--- src/rtl/piso_pkg.sv ---
// Shared types and helpers for the parallel-in, serial-out shift register.
package piso_pkg;

  typedef enum logic {
    ST_IDLE  = 1'b0,
    ST_SHIFT = 1'b1
  } state_t;

  // Seed for the optional parity bit; 0 gives even parity over the word.
  localparam logic PARITY_EVEN = 1'b0;

  function automatic int cnt_w(input int width);
    return $clog2(width + 1);
  endfunction

endpackage

--- src/rtl/piso_shift_register_if.sv ---
// Word-in / bit-out bus of the PISO shift register.
interface piso_shift_register_if #(
  parameter int WIDTH = 4
) ();
  logic [WIDTH-1:0] pdata;
  logic             load_valid;
  logic             load_ready;
  logic             shift_en;
  logic             sout;
  logic             sout_valid;
  logic             last;

  modport master (
    output pdata, load_valid, shift_en,
    input  load_ready, sout, sout_valid, last
  );

  modport slave (
    input  pdata, load_valid, shift_en,
    output load_ready, sout, sout_valid, last
  );
endinterface

--- src/rtl/piso_bit_counter.sv ---
// Loadable down-counter with enable and zero flag; stops at zero.
module piso_bit_counter #(
  parameter int CW = 3
) (
  input  logic          CLK,
  input  logic          RST,
  input  logic          load,
  input  logic [CW-1:0] load_val,
  input  logic          dec,
  output logic          zero
);
  logic [CW-1:0] cnt_reg;

  always_ff @(posedge CLK or negedge RST) begin
    if (!RST) begin
      cnt_reg <= '0;
    end else if (load) begin
      cnt_reg <= load_val;
    end else if (dec && (cnt_reg != '0)) begin
      cnt_reg <= cnt_reg - CW'(1);
    end
  end

  assign zero = (cnt_reg == '0);
endmodule

--- src/rtl/piso_shift_register.sv ---
// Parallel-in, serial-out shift register, MSB first, valid/ready word load.
// Define PISO_PARITY_EN to append an even-parity bit to every frame.
module piso_shift_register
  import piso_pkg::*;
#(
  parameter int WIDTH = 4
) (
  input  logic                    CLK,
  input  logic                    RST,
  piso_shift_register_if.slave    bus
);
`ifdef PISO_PARITY_EN
  localparam int SR_W = WIDTH + 1;
`else
  localparam int SR_W = WIDTH;
`endif
  localparam int            CW       = cnt_w(WIDTH);
  localparam logic [CW-1:0] CNT_LOAD = CW'(SR_W - 1);

  state_t          state_reg;
  logic [SR_W-1:0] sreg_reg;
  logic [SR_W-1:0] load_word;
  logic            cnt_zero;
  logic            load_fire;
  logic            shifting;

`ifdef PISO_PARITY_EN
  // Parity rides in the register LSB so it falls out right after data bit 0.
  assign load_word = {bus.pdata, (^bus.pdata) ^ PARITY_EVEN};
`else
  assign load_word = bus.pdata;
`endif

  assign shifting       = (state_reg == ST_SHIFT) && bus.shift_en;
  assign bus.sout_valid = (state_reg == ST_SHIFT);
  assign bus.last       = (state_reg == ST_SHIFT) && cnt_zero;
  assign bus.load_ready = (state_reg == ST_IDLE) || (bus.last && bus.shift_en);
  assign bus.sout       = bus.sout_valid & sreg_reg[SR_W-1];
  assign load_fire      = bus.load_valid && bus.load_ready;

  always_ff @(posedge CLK or negedge RST) begin
    if (!RST) begin
      state_reg <= ST_IDLE;
      sreg_reg  <= '0;
    end else if (load_fire) begin
      // Covers both an idle load and a reload on the final bit of a frame.
      state_reg <= ST_SHIFT;
      sreg_reg  <= load_word;
    end else if (shifting) begin
      sreg_reg <= {sreg_reg[SR_W-2:0], 1'b0};
      if (cnt_zero) begin
        state_reg <= ST_IDLE;
      end
    end
  end

  piso_bit_counter #(
    .CW (CW)
  ) u_counter (
    .CLK      (CLK),
    .RST      (RST),
    .load     (load_fire),
    .load_val (CNT_LOAD),
    .dec      (shifting && !load_fire),
    .zero     (cnt_zero)
  );
endmodule

--- src/flat_wrapper.sv ---
// flat-port wrapper written by rule: the top's interface ports become plain ports
module piso_shift_register_flat import piso_pkg::*;
#(
  parameter int WIDTH = 4
)
  (CLK, RST, bus_pdata, bus_load_valid, bus_shift_en, bus_load_ready, bus_sout, bus_sout_valid, bus_last);
  piso_shift_register_if #(.WIDTH(WIDTH)) bus_i ();
  input  logic CLK;
  input  logic RST;
  input wire logic [$bits(bus_i.pdata)-1:0] bus_pdata;
  input wire logic [$bits(bus_i.load_valid)-1:0] bus_load_valid;
  input wire logic [$bits(bus_i.shift_en)-1:0] bus_shift_en;
  output wire logic [$bits(bus_i.load_ready)-1:0] bus_load_ready;
  output wire logic [$bits(bus_i.sout)-1:0] bus_sout;
  output wire logic [$bits(bus_i.sout_valid)-1:0] bus_sout_valid;
  output wire logic [$bits(bus_i.last)-1:0] bus_last;
  assign bus_i.pdata = bus_pdata;
  assign bus_i.load_valid = bus_load_valid;
  assign bus_i.shift_en = bus_shift_en;
  assign bus_load_ready = bus_i.load_ready;
  assign bus_sout = bus_i.sout;
  assign bus_sout_valid = bus_i.sout_valid;
  assign bus_last = bus_i.last;
  piso_shift_register #(.WIDTH(WIDTH)) u_core (.CLK(CLK), .RST(RST), .bus(bus_i));
endmodule
--- config.mk ---
export PLATFORM = sky130hd
export DESIGN_NAME = piso_shift_register_flat
export DESIGN_NICKNAME = d
export VERILOG_FILES = /design/src/rtl/piso_pkg.sv /design/src/rtl/piso_shift_register_if.sv /design/src/rtl/piso_bit_counter.sv /design/src/rtl/piso_shift_register.sv /design/src/flat_wrapper.sv
export SDC_FILE = /design/constraint.sdc
export NUM_CORES = 1
export LEC_CHECK = 0
export CAP_MARGIN = 15
export CORE_AREA = 4 4 41 43
export DETAILED_ROUTE_END_ITERATION = 10
export DIE_AREA = 0 0 45 47
export GPL_TIMING_DRIVEN = 0
export PLACE_DENSITY = 0.68
export SLEW_MARGIN = 20
export SYNTH_ARGS = -nofsm -noshare
export SYNTH_HDL_FRONTEND = slang
export SYNTH_HIERARCHICAL = 1
export SYNTH_SLANG_ARGS = --single-unit
--- constraint.sdc ---
create_clock -name CLK -period 2.2 [get_ports CLK]
set_clock_uncertainty 0.05 [all_clocks]
set_input_delay 0.66 -clock CLK [delete_from_list [all_inputs] [get_ports CLK]]
set_output_delay 0.66 -clock CLK [all_outputs]
set_load 0.02 [all_outputs]
==> results.md <==
* Met2 wire length at 558 um
* Die footprint at 2120 um2
* Worst Reg-to-Reg Cells at 8
* I/O Buffers at 10
* CTS Hold Bufs at 0
* Fin worst setup slack at around 0.089 ns
* Lkg Pwr at approximately 0.34 nW
* First-pass GRT wire length at 1.93 mm
* Site Rows at 13
* MaxCap Viol Count at 0
* GRT Total Usage at 0.127
* Sequential Power Share at 0.300
* Number of global-route vias before repair at 468
* Core ar. at 1300 um2
* DRC errors left at 0
* Synth Register Bits at 8
* Clock group share of total power at 0.133
* Min cycle time layout at 2.11 ns
* Worst R2R End: u_core/u_counter/cnt_reg[1]$_DFFE_PN0P_
* Fin. Hold Viols at 0
* H-tree lvl count at 1
* DRT iter0 DRCs at 6
* Max Fanout on Critical Path at 8
* Pre-CTS WS at -0.578 ns
* Placed insts at 82
* Outcome: completed
* Chip Width at approximately 45 um
* Worst path top cell family by delay: flip-flops
* HP Class: flip-flop to flip-flop
* WHS Path Cells at 2
* Layout filler cell count at 130
* Layout Utilization at 0.547
* Nets at just over 80
* Top sig layer: met3
* Crit end category: output port
* Critical path type: flip-flop to output port
* Final setup viols at 0
* Unique masters post-synth at 21
* Min-delay src: u_core/u_counter/cnt_reg[1]$_DFFE_PN0P_
* Comb power frac at 0.567
* Syn avg cell area at about 10 um2
* Largest register FFs at 4
* Net Sw Power at 0.332 mW
* Syn Std Cell Area at 562 um2
* Critical-path cell list: inv_1 > ha_2 > ha_4 > nand2_1 > nand2_1 > buf_4
* Required time of the critical path at 1.49 ns
* Storage cell area at 200 um2
* VDD IR-drop max at approximately 0.56 mV
* Reg clk slew, reported paths at ~0.06 ns
* Deepest clock path buffer count at 2
* DPL Wire Length at 846 um
* Post-route ant nets at 0
* # IOs at 12
* Crit path DAT at 1.40 ns
* Worst reg-to-reg setup slack at 0.20 ns
* Pins Over Slew Limit at 0
* DR pass1 iterations at 5
* Drt total wl at about 1.2 mm
* Cell Pwr Density at 1190 nW/um2
* Final Cycle Share at 0.959
* DRT met1 WL at approximately 540 um
* TritonCTS clock tree: yes
* Int Pwr at 0.519 mW
* Worst Path Buf+Inv at 2
* FMAX at 0.474 GHz
* Root Driver: clkbuf_4
* Critical Path Most Common Cell: nand2_1
* Antenna Cells at 0
* Switching part of the total at 0.390
* CTS Buf Count at 3
* Startpoint types: flip-flop
* Ys Warns at 6
* Later-pin clock latency in the skew report at 0.25 ns
* Hold EP: u_core/u_counter/cnt_reg[1]$_DFFE_PN0P_
* Pin count of the biggest net entering global routing at 11
* Routed length on met3 at 60 um
* Critical-path top delay cell: dfrtp_1
* Clock Sinks at 8
* RR Startpoint: u_core/u_counter/cnt_reg[0]$_DFFE_PN0P_
* Initial Utilization at 0.432
* Share of cells above drive strength 1 at 0.186
* WL/cell at 13.7 um
* Total grt overflow at 0
* Post-Layout Cell Count at 85
* Mapped Cells at 56
* P&R area growth vs syn at 26.7%
* Die height at 47 um
* Register area share after synthesis at 0.356
* RePlAce Congestion at approximately 0.68
* Initial antenna violation count at 0
* Critical path's largest stage delay at 0.40 ns
* Vias at approximately 460
* Vias/cell at approximately 5.5
* Area occupied by multi-input gates at 343 um2
[routing by layer]
layer,GRT usage,vias to the layer above
li1,-,232
met1,0.154,217
met2,0.206,15
met3,0.0345,0
met4,0.0702,0
met5,0,-
[final cells by class]
class                           count  area share
Clock buffer                        3      0.0316
Sequential cell                     8       0.281
Inverter                            4      0.0211
Multi-Input combinational cell     43       0.482
Tap cell                           15      0.0264
Timing Repair Buffer               10       0.127
Buffer                              2      0.0316
[what timing repair did]
item,CTS,global route
gates resized for setup,11,3
setup endpoints to repair,3,2
setup buffers,0,0
[power groups by stage]
stage / Combinational, mW / Sequential [mW] / Clock [mW]
after detailed placement: 0.471 / 0.255 / 0
after floorplan: 0.331 / 0.251 / 0
after global routing: 0.539 / 0.264 / 0.125
after global placement: 0.458 / 0.251 / 0
after CTS: 0.481 / 0.253 / 0.119
final: 0.482 / 0.255 / 0.113
[kinds of logic (layout without fill, tap and decap cells)]
group                      count (synthesis)  count (layout)  share of synthesized area
AOI/OAI and AO/OA                         10              10                      0.131
DFF                                        8               8                      0.356
and+or+nand+nor                           21              21                      0.236
muxes                                      7               7                      0.151
buffers and inverters                      6              19                     0.0668
adders and majority gates                  2               2                     0.0445
other                                      2               3                     0.0134
[synth_stat cells]
cell / count / area [um2]
dfrtp_1: 8 / 200
nand2_1: 6 / 22.5
inv_1: 4 / 15.0
mux2i_1: 4 / 40.0
or2b_1: 4 / 30.0
a21oi_1: 3 / 15.0
and2_1: 3 / 18.8
mux2_4: 3 / 45.0
or4b_1: 3 / 30.0
buf_6: 2 / 22.5
conb_1: 2 / 7.51
ha_1: 2 / 25.0
nand2b_1: 2 / 12.5
o22ai_1: 2 / 12.5
o311ai_1: 2 / 17.5
and3_1: 1 / 6.26
nand4_1: 1 / 6.26
nor2b_1: 1 / 6.26
o211ai_1: 1 / 7.51
o221ai_1: 1 / 8.76
o22ai_2: 1 / 12.5
[per-stage QoR]
step,area (um2),hold slack [ns],power (mW),setup TNS [ns]
6_report,712,0.538,0.851,0
5_1_grt,712,0.564,0.928,-0.00280
3_3_place_gp,684,0.511,0.710,-1.25
2_1_floorplan,566,0.314,0.582,0
4_1_cts,713,0.535,0.852,0
3_5_place_dp,684,0.523,0.726,-1.36
[worst max-delay path by stage]
| stage | startpoint | end | slack, ns | depth (start not counted) |
|---|---|---|---|---|
| 2_1_floorplan | u_core/u_counter/cnt_reg[0]$_DFFE_PN0P_ | u_core/u_counter/cnt_reg[1]$_DFFE_PN0P_ | 0.18 | 8 |
| 3_3_place_gp | bus_shift_en | bus_load_ready | -0.57 | 4 |
| 3_5_place_dp | bus_shift_en | bus_load_ready | -0.58 | 4 |
| 4_1_cts | u_core/u_counter/cnt_reg[0]$_DFFE_PN0P_ | bus_last | 0.01 | 5 |
| 5_1_grt | u_core/u_counter/cnt_reg[0]$_DFFE_PN0P_ | bus_load_ready | -0.003 | 6 |
| 6_report | u_core/u_counter/cnt_reg[0]$_DFFE_PN0P_ | bus_load_ready | 0.09 | 6 |
[worst min-delay path, delay by kind of cell, from the launching register on]
| kind | cells | cell delay, ns |
|---|---|---|
| flip-flops | 1 | 0.35 |
| AO/OA/AOI/OAI | 1 | 0.11 |
| buffers and inverters | 1 | 0.07 |
[cell usage in the layout, fill, tap and decap left out, types with 4 or more instances in the layout]
cell / instances
mux2i_1: 4
clkdlybuf4s50_1: 6
or2b_1: 4
nand2_1: 6
dfrtp_1: 8
inv_1: 4
Power figures use the tool's default switching activity.
